$ cat config.mk
export PLATFORM = sky130hd
export DESIGN_NAME = alarm_seq
export DESIGN_NICKNAME = d
export VERILOG_FILES = /design/src/rtl/alarm_pkg.sv /design/src/rtl/ct_down_ld.sv /design/src/rtl/alarm_seq.sv
export SDC_FILE = /design/constraint.sdc
export NUM_CORES = 1
export LEC_CHECK = 0
export BUFFER_PORTS_ARGS = -buffer_cell sky130_fd_sc_hd__buf_2
export CORE_MARGIN = 2
export CORE_UTILIZATION = 43
export CTS_BUF_LIST = sky130_fd_sc_hd__clkbuf_2 sky130_fd_sc_hd__clkbuf_4 sky130_fd_sc_hd__clkbuf_8
export CTS_CLUSTER_DIAMETER = 120
export CTS_CLUSTER_SIZE = 16
export DETAILED_ROUTE_END_ITERATION = 8
export GPL_ROUTABILITY_DRIVEN = 0
export PLACE_DENSITY = 0.87
export SETUP_SLACK_MARGIN = 0.3
export SLEW_MARGIN = 20
export SYNTH_ARGS = -nofsm -noshare
export SYNTH_HDL_FRONTEND = slang
export SYNTH_SLANG_ARGS = --single-unit
export TNS_END_PERCENT = 10
$ cat constraint.sdc
create_clock -name clk -period 1.95 [get_ports clk]
set_clock_uncertainty 0.05 [all_clocks]
set_input_delay 0.0975 -clock clk [delete_from_list [all_inputs] [get_ports clk]]
set_output_delay 0.0975 -clock clk [all_outputs]
set_load 0.005 [all_outputs]
$ cat src/rtl/alarm_pkg.sv
// Shared types and defaults for the alarm sequencer slice.
package alarm_pkg;

  localparam int unsigned TIME_W = 7;

  localparam int unsigned RING_SEC_DEFAULT   = 60;
  localparam int unsigned SNOOZE_SEC_DEFAULT = 300;
  localparam int unsigned MAX_SNOOZE_DEFAULT = 3;

  typedef enum logic [1:0] {
    StIdle    = 2'd0,
    StRinging = 2'd1,
    StSnooze  = 2'd2
  } alarm_state_e;

  // One timer serves both intervals, so size it for the longer one.
  function automatic int unsigned timer_width(int unsigned a, int unsigned b);
    int unsigned m;
    m = (a > b) ? a : b;
    return (m <= 1) ? 1 : $clog2(m);
  endfunction

endpackage

$ cat src/rtl/ct_down_ld.sv
// Loadable down-counter that holds at zero; load has priority over count.
module ct_down_ld #(
  parameter int unsigned Width = 8
) (
  input  logic             clk,
  input  logic             rst,
  input  logic             ld,
  input  logic [Width-1:0] ld_val,
  input  logic             en,
  output logic [Width-1:0] ct_out,
  output logic             zero
);

  logic [Width-1:0] ct_q;

  always_ff @(posedge clk) begin
    if (rst) begin
      ct_q <= '0;
    end else if (ld) begin
      ct_q <= ld_val;
    end else if (en && (ct_q != '0)) begin
      ct_q <= ct_q - Width'(1);
    end
  end

  assign ct_out = ct_q;
  assign zero   = (ct_q == '0);

endmodule

$ cat src/rtl/alarm_seq.sv
// Alarm sequencer: ring / snooze / dismiss with timed auto-off and bounded snoozes.
// Define ALARM_BEEP_EN for a 1-on/1-off beep while ringing instead of a steady tone.
module alarm_seq
  import alarm_pkg::*;
#(
  parameter int unsigned RING_SEC   = RING_SEC_DEFAULT,
  parameter int unsigned SNOOZE_SEC = SNOOZE_SEC_DEFAULT,
  parameter int unsigned MAX_SNOOZE = MAX_SNOOZE_DEFAULT
) (
  input  logic                               clk,
  input  logic                               rst,
  input  logic [TIME_W-1:0]                  tsec,
  input  logic [TIME_W-1:0]                  tmin,
  input  logic [TIME_W-1:0]                  thrs,
  input  logic [TIME_W-1:0]                  amin,
  input  logic [TIME_W-1:0]                  ahrs,
  input  logic                               alarm_on,
  input  logic                               snooze,
  input  logic                               dismiss,
  output logic                               buzz,
  output logic                               snoozing,
  output logic [$clog2(MAX_SNOOZE+1)-1:0]    snooze_cnt,
  output logic                               missed
);

  localparam int unsigned CntW   = $clog2(MAX_SNOOZE + 1);
  localparam int unsigned TimerW = timer_width(RING_SEC, SNOOZE_SEC);

  alarm_state_e        state_q, state_d;
  logic [CntW-1:0]     snooze_cnt_q, snooze_cnt_d;
  logic                missed_q, missed_d;

  logic                tmr_ld;
  logic [TimerW-1:0]   tmr_ld_val;
  logic                tmr_en;
  logic [TimerW-1:0]   tmr_ct;
  logic                tmr_zero;

  logic trigger;
  assign trigger = alarm_on && (tsec == '0) && (tmin == amin) && (thrs == ahrs);

  ct_down_ld #(
    .Width (TimerW)
  ) u_timer (
    .clk    (clk),
    .rst    (rst),
    .ld     (tmr_ld),
    .ld_val (tmr_ld_val),
    .en     (tmr_en),
    .ct_out (tmr_ct),
    .zero   (tmr_zero)
  );

  always_ff @(posedge clk) begin
    if (rst) begin
      state_q      <= StIdle;
      snooze_cnt_q <= '0;
      missed_q     <= 1'b0;
    end else begin
      state_q      <= state_d;
      snooze_cnt_q <= snooze_cnt_d;
      missed_q     <= missed_d;
    end
  end

  always_comb begin
    state_d      = state_q;
    snooze_cnt_d = snooze_cnt_q;
    missed_d     = missed_q;
    tmr_ld       = 1'b0;
    tmr_ld_val   = '0;
    tmr_en       = 1'b0;

    unique case (state_q)
      StIdle: begin
        if (dismiss) missed_d = 1'b0;
        if (trigger) begin
          state_d    = StRinging;
          tmr_ld     = 1'b1;
          tmr_ld_val = TimerW'(RING_SEC - 1);
        end
      end

      StRinging: begin
        // Priority: leave/dismiss, then snooze, then timeout.
        if (!alarm_on || dismiss) begin
          state_d      = StIdle;
          snooze_cnt_d = '0;
          if (dismiss) missed_d = 1'b0;
        end else if (snooze && (snooze_cnt_q < CntW'(MAX_SNOOZE))) begin
          state_d      = StSnooze;
          tmr_ld       = 1'b1;
          tmr_ld_val   = TimerW'(SNOOZE_SEC - 1);
          snooze_cnt_d = snooze_cnt_q + CntW'(1);
        end else if (tmr_zero) begin
          state_d      = StIdle;
          missed_d     = 1'b1;
          snooze_cnt_d = '0;
        end else begin
          tmr_en = 1'b1;
        end
      end

      StSnooze: begin
        if (!alarm_on || dismiss) begin
          state_d      = StIdle;
          snooze_cnt_d = '0;
          if (dismiss) missed_d = 1'b0;
        end else if (tmr_zero) begin
          state_d    = StRinging;
          tmr_ld     = 1'b1;
          tmr_ld_val = TimerW'(RING_SEC - 1);
        end else begin
          tmr_en = 1'b1;
        end
      end

      default: begin
        state_d = StIdle;
      end
    endcase
  end

`ifdef ALARM_BEEP_EN
  logic phase_q;

  // Held at 0 outside RINGING so every ring starts with the buzzer on.
  always_ff @(posedge clk) begin
    if (rst) begin
      phase_q <= 1'b0;
    end else if (state_q == StRinging) begin
      phase_q <= ~phase_q;
    end else begin
      phase_q <= 1'b0;
    end
  end

  assign buzz = (state_q == StRinging) && !phase_q;
`else
  assign buzz = (state_q == StRinging);
`endif

  assign snoozing   = (state_q == StSnooze);
  assign snooze_cnt = snooze_cnt_q;
  assign missed     = missed_q;

endmodule
# After elaboration in Yosys (flattened, before gate mapping)
# Index checks and enable logic that the tools add are counted.
# W data, S select, Z words.
# op_classes
add_sub_neg,2
n_lt_le_gt_ge,1
eq_ne,10
muxes,36
n_reduce_logical,17
# ops
cell,n
$mux W9,4
$pmux W9 S3,1
$mux W2,9
$mux W6,3
$eq A7 B7 Y1,2
$mux W1,14
$logic_not A9 Y1,1
$reduce_bool A9 Y1,1
$sub A9 B1 Y9 const B,1
$logic_not A7 Y1,1
$ne A3 B1 Y1 const B,2
$pmux W1 S3,2
$pmux W2 S3,1
$reduce_and A3 Y1,2
$logic_and A1 B1 Y1,5
$ne A4 B1 Y1 const B,1
$pmux W2 S2,1
$reduce_and A4 Y1,1
$reduce_bool A2 Y1,2
$ne A3 B3 Y1 const B,1
$reduce_bool A3 Y1,1
$add A2 B1 Y2 const B,1
$eq A2 B1 Y1 const B,1
$eq A2 B2 Y1 const B,1
7 further kinds,7
# word_totals
register_bits,14
in_bits,40
out_inout_bits,5
word_cells,70

# Logic depth before layout (Yosys ltp)
# depth
depth_word,8
ltp_mapped,8
mapped_depth_nobuf,8

# Hierarchy
# Synthesis repeated with hierarchy kept, for this count alone.
# hier_totals
hier_cells,139
hier_area_um2,1163.6
# modules_own_cells
module,instances,cells_each,area_each_um2,seq_area_each_um2
ct_down_ld,1,70,604.3,180.2
alarm_seq,1,69,559.3,100.1

# Worst setup path after synthesis
# No wires, ideal clock.
# synth_path
path_type,reg2reg
from,reg u_timer.ct_q[3] (netlist: u_timer.ct_out[3])
to,reg state_q[1]
setup_time_ns,0.128
t_arrival_ns,1.757
t_required_ns,1.772
setup_slack_ns,0.016
path_stages_with_launch,6
path_buffers,0
period_less_slack_ns,1.934
path_cell_list,dfxtp_1 -> or4_4 -> nor4_2 -> o32a_2 -> mux2i_1 -> nor2_1
# synth_via
elab_chain_len,3
elab_cells_between_ends,4
classes_between,2 x eq/ne; 2 x reduce/logical
# synth_lines
element,line,rtl
start: declaration,ct_down_ld.sv:14,logic [Width-1:0] ct_q;
start signal: assignment,ct_down_ld.sv:20,ct_q <= ld_val;
start signal: assignment,ct_down_ld.sv:22,ct_q <= ct_q - Width'(1);
$logic_not A9 Y1 (*),ct_down_ld.sv:27,assign zero = (ct_q == '0);
$ne A4 B1 Y1 (no source line) or $ne A3 B1 Y1 (tied branches),--,
$reduce_and A3 Y1 (no source line) (*),--,
end signal: assignment,alarm_seq.sv:56,state_q <= StIdle;
end signal: assignment,alarm_seq.sv:60,state_q <= state_d;
end: declaration,alarm_seq.sv:29,"alarm_state_e state_q, state_d;"
# Mark *: on every way between the ends. The rest lies on a longest branch, timed or not.
# A chain may end at the register's enable or synchronous reset.

# Worst setup path after layout
# layout_path
from,reg u_timer.ct_q[4] (netlist: u_timer.ct_out[4])
to,reg u_timer.ct_q[5] (netlist: u_timer.ct_out[5])
# layout_via
elab_chain_len,7
elab_cells_between_ends,18
classes_between,1 x add/sub; 13 x mux; 4 x reduce/logical
# layout_lines
element,line,rtl
$logic_not A9 Y1,ct_down_ld.sv:27,
$mux W1,"alarm_seq.sv:95, alarm_seq.sv:109",
$mux W1,alarm_seq.sv:90,end else if (snooze && (snooze_cnt_q < CntW'(MAX_SNOOZE))) begin
$mux W1,alarm_seq.sv:86,if (!alarm_on || dismiss) begin
$pmux W1 S2,alarm_seq.sv:74,unique case (state_q)
$logic_and A1 B1 Y1,ct_down_ld.sv:21,end else if (en && (ct_q != '0)) begin
$reduce_bool A2 Y1 (no source line),--,
# Several ways; a longest one is shown, not always the timed one. The select of a mux whose other input is x is not followed.

==> results.md <==
Run status:
- The flow ran to the end, but the final reports show violations.
- The checks that failed: setup timing.

Synth:
- The cell count after synthesis came out at 120.
- The adder-cell share of the synthesized area is 0.0749.
- The most frequent cell after synthesis is xnor2_1.
- Yosys mapped the design onto 36 distinct sky130hd cell types.
- The complex-gate fraction of the synthesized area is 0.119.
- The largest family of logic cells by synthesized area is simple AND/OR/NAND/NOR gates.
- In the post-synthesis netlist, the biggest area contributors are dfxtp_1 28%, xnor2_1 13%, ha_1 7.5%.
- The net count of the mapped netlist is 166.
- Of the post-synthesis cell area, the dominant cell type holds 0.280.
- In this run the cell area of the synthesized design comes to roughly 1000 um^2.
- The post-synthesis sequential area ratio is 0.280.
- The simple logic cell fraction of the synthesized area is 0.302.
- The commonest cells after synthesis are 15 x xnor2_1, 14 x dfxtp_1, 12 x nand2_1, 8 x a21oi_1, 7 x inv_1.
- In this run, synthesis inferred 0 flip-flops with an integrated enable.
- Dividing the synthesized area by the synthesized cell count gives 8.35 um^2.
- The register bit count reported by yosys is 14.
- The top flip-flop cell by instance count after synthesis is dfxtp_1.
- The largest total area in the synthesized netlist belongs to dfxtp_1.
- For this run, the number of Yosys warnings is 0.
- The xor/xnor share of the synthesized area is 0.175.
- After synthesis, the share of cell area in mux cells is 0.0200.
- The share of synthesized flip-flops with an asynchronous set or reset is 0.

Power and ir drop:
- The switching power total is 0.183 mW.
- The largest vdd supply drop is around 0.00031 V.
- Of the total power, combinational logic draws 0.281.
- Of the total power, the clock network draws 0.254.
- The power density relative to cell area is 458 nW/um^2.
- The internal power of the cells totals 0.456 mW.
- The sequential share of power is 0.465.
- The switching share of power is 0.287.
- Power comes to between 0.6 and 0.7 mW.
- The static leakage is 0.593 nW.

Floorplanning:
- The core region is 2210 um^2.
- During I/O placement, the number of pins put on the boundary was 45.
- The number of placement rows is 17.
- The effective utilization at floorplan is 0.453.
- The die boundary width is 52.3 um.
- The die covers 2730 um^2.
- The die height is approximately 52 um.

Layout:
- The growth of design area from synthesis to finish is 39.1%.
- The total number of nets in the final design is 222.
- The proportion of layout cells with a drive suffix above 1 is 0.402.
- The count of non-filler cells in the finished layout is about 200.
- For this run, the share of the core covered by cells in the final layout is 0.630.
- 0 antenna diodes ended up in the layout.

Timing:
- The number of max-slew violations in the final report came to 0.
- The number of hold violations in the final report is 0.
- The number of setup violations in the final report is 9.
- The final clock period utilization by the worst path is 1.01.
- For the finished layout, the period the worst path requires is 1.98 ns.
- After routing, the total negative slack on setup checks comes to -0.175 ns.
- Setup repair after global routing could not meet its margin everywhere.
- For the pin with the worst max-slew slack, the measured transition is 0.782 ns.
- The worst max-slew margin expressed relative to the limit is 0.474.
- Once routing completed, OpenROAD measured the worst setup slack at -0.0291 ns.
- Derived from the worst setup path, the maximum achievable clock frequency is 0.505 GHz.

Detailed routing:
- Dividing the detail-routed wire length by the instance count gives between 10 and 15 um.
- The number of detailed-routing iterations run before antenna repair is 4.
- Using the TritonRoute via totals, the vias-per-cell ratio works out to 5.35.
- The count of nets left with antenna violations after detail routing is 0.
- The initial DRC count is 17.
- Detailed routing inserted a total of 1,080 vias.
- In the routed design, unresolved DRC markers number 0.
- The final wirelength is 2.51 mm.

Min path:
- Along the worst hold path, the cell count comes to 2.
- The worst hold path terminates at u_timer.ct_out[0]$_SDFFE_PP0P_.
- The type of the worst min-delay path is in2reg.
- The startpoint of the worst hold path is rst.

Setup path:
- Counting buffers and inverters, the worst setup path is 6 cells deep.
- The path type of the worst setup path is reg2reg.
- Data on the critical path arrives at its endpoint at 2.15 ns.
- The largest incremental delay on the critical path is 0.56 ns.
- The endpoint identified for the worst register-to-register timing path is u_timer.ct_out[5]$_SDFFE_PP0P_.
- Walking the worst path, the cells encountered are or4_4 -> or3_4 -> nor2_4 -> a32oi_4 -> o21a_4 -> a21oi_2.
- The slowest stage of the critical path belongs to the cell or4_4.
- The required time of the worst setup path is 2.12 ns.
- Broken down by cell family, the worst path's largest delay share belongs to simple AND/OR/NAND/NOR gates.
- The largest fanout on the critical path is 4.
- The kind of start point of the critical path is a flip-flop.
- The register-to-register setup slack is -0.03 ns.
- The beginning of the worst register-to-register path is u_timer.ct_out[4]$_SDFFE_PP0P_.
- The number of buffers and inverters on the critical path is 0.
- For the worst flop-to-flop path, the logic depth is 6.
- STA classifies the critical path endpoint as a flip-flop.

GRT:
- The first global-routing pass estimated 4.06 mm of wire.
- The global-route total usage across every layer is 0.201.
- After global routing the overflow that remains totals 0.
- Entering global routing, the biggest net connects 17 pins.
- The via count of the first global-routing pass was roughly 1,100.
- The number of antenna violations at the first check in global routing is 0.

Placed design:
- Port buffering added 44 buffers.
- The placed cell count is 197.
- The HPWL after detailed placement is between 2 and 2.5 mm.

Clock tree:
- CTS placed an instance of clkbuf_4 at the clock tree root.
- The number of hold buffers added after CTS was 0.
- The clock latency on the worst-skew pair is 0.28 ns.
- After clock tree synthesis, the clock-pin slew on the worst setup and hold paths is about 0.070 ns.
- The clock tree buffer depth is 2.
- CTS built an H-tree with a depth of 1.
- TritonCTS built the clock tree.
- The number of CTS-inserted buffers is 3.
- The TritonCTS sink count is 14.

Flow run:
- The tool flagged a number of max-cap violations equal to 0.
-- worst max path at each step --
stage	start	endpoint	slack (ns)
3_3_place_gp	u_timer.ct_out[3]$_SDFFE_PP0P_	u_timer.ct_out[3]$_SDFFE_PP0P_	0.009
2_1_floorplan	u_timer.ct_out[0]$_SDFFE_PP0P_	u_timer.ct_out[4]$_SDFFE_PP0P_	0.02
6_report	u_timer.ct_out[4]$_SDFFE_PP0P_	u_timer.ct_out[5]$_SDFFE_PP0P_	-0.03
5_1_grt	u_timer.ct_out[4]$_SDFFE_PP0P_	u_timer.ct_out[5]$_SDFFE_PP0P_	-0.11
4_1_cts	u_timer.ct_out[4]$_SDFFE_PP0P_	u_timer.ct_out[5]$_SDFFE_PP0P_	-0.04
3_5_place_dp	u_timer.ct_out[3]$_SDFFE_PP0P_	u_timer.ct_out[5]$_SDFFE_PP0P_	-0.05
-- layer usage --
| metal | part of all wire | GRT usage | vias up |
|---|---|---|---|
| met5 | 0 | 0 | - |
| met4 | 0.015 | 0.0897 | 0 |
| met3 | 0.064 | 0.0257 | 5 |
| met2 | 0.55 | 0.409 | 45 |
| met1 | 0.37 | 0.197 | 493 |
| li1 | - | - | 537 |
-- stage by stage --
step	hold slack, ns	setup WS [ns]	area [um^2]
finish	0.128	-0.0291	1390
global route	0.140	-0.113	1390
global placement	0.398	0.00919	1310
floorplan	0.127	0.0180	1010
detailed placement	0.418	-0.0545	1310
CTS	0.123	-0.0371	1370
-- cell families after synthesis --
family / Yosys count
AOI/OAI and AO/OA: 19
xor gates and xnor gates: 20
muxes: 2
adders and majority gates: 6
and+or+nand+nor: 51
buffers and inverters: 8
DFF: 14
-- sequential cells by signal, summed over array words and instances (netlist names) --
register        count
u_timer.ct_out      9
snooze_cnt          2
state_q             2
missed              1
-- layout by cell type (no fill, tap or decap), drive strengths merged --
cell,count
or3,3
nor2,6
nor4,7
buf,52
a31oi,1
nand3b,1
o2bb2ai,1
nand3,3
o221ai,1
or4,1
o32a,1
nand2b,2
o21a,1
nand4,4
and3,1
or2b,1
clkbuf,3
xnor2,15
inv,7
o31ai,1
a21oi,8
ha,6
a32oi,1
dfxtp,14
nor4b,1
mux2i,2
xor2,5
nand2,12
nor3,5
nor2b,3
o21ai,4
or2,1
-- power groups by stage --
| stage | Clock [mW] | Sequential [mW] | Combinational, mW |
|---|---|---|---|
| final | 0.162 | 0.297 | 0.179 |
| after global placement | 0 | 0.303 | 0.162 |
| after CTS | 0.166 | 0.298 | 0.175 |
| after global routing | 0.186 | 0.298 | 0.198 |
| after floorplan | 0 | 0.304 | 0.0972 |
| after detailed placement | 0 | 0.304 | 0.168 |
-- what timing repair did --
action | in CTS | in global routing
buffers inserted | 2 | 0
setup endpoints to repair | 14 | 14
gates resized for setup | 6 | 6
pin swaps | 8 | 3
-- final cells by class --
class	instances	area, um^2
tap	28	35.0
clock buffer	3	22.5
fill	207	818
sequential	14	284
inverter	7	26.3
multi-input combinational	98	746
timing repair buffer	52	280
Power figures use the tool's default switching activity.
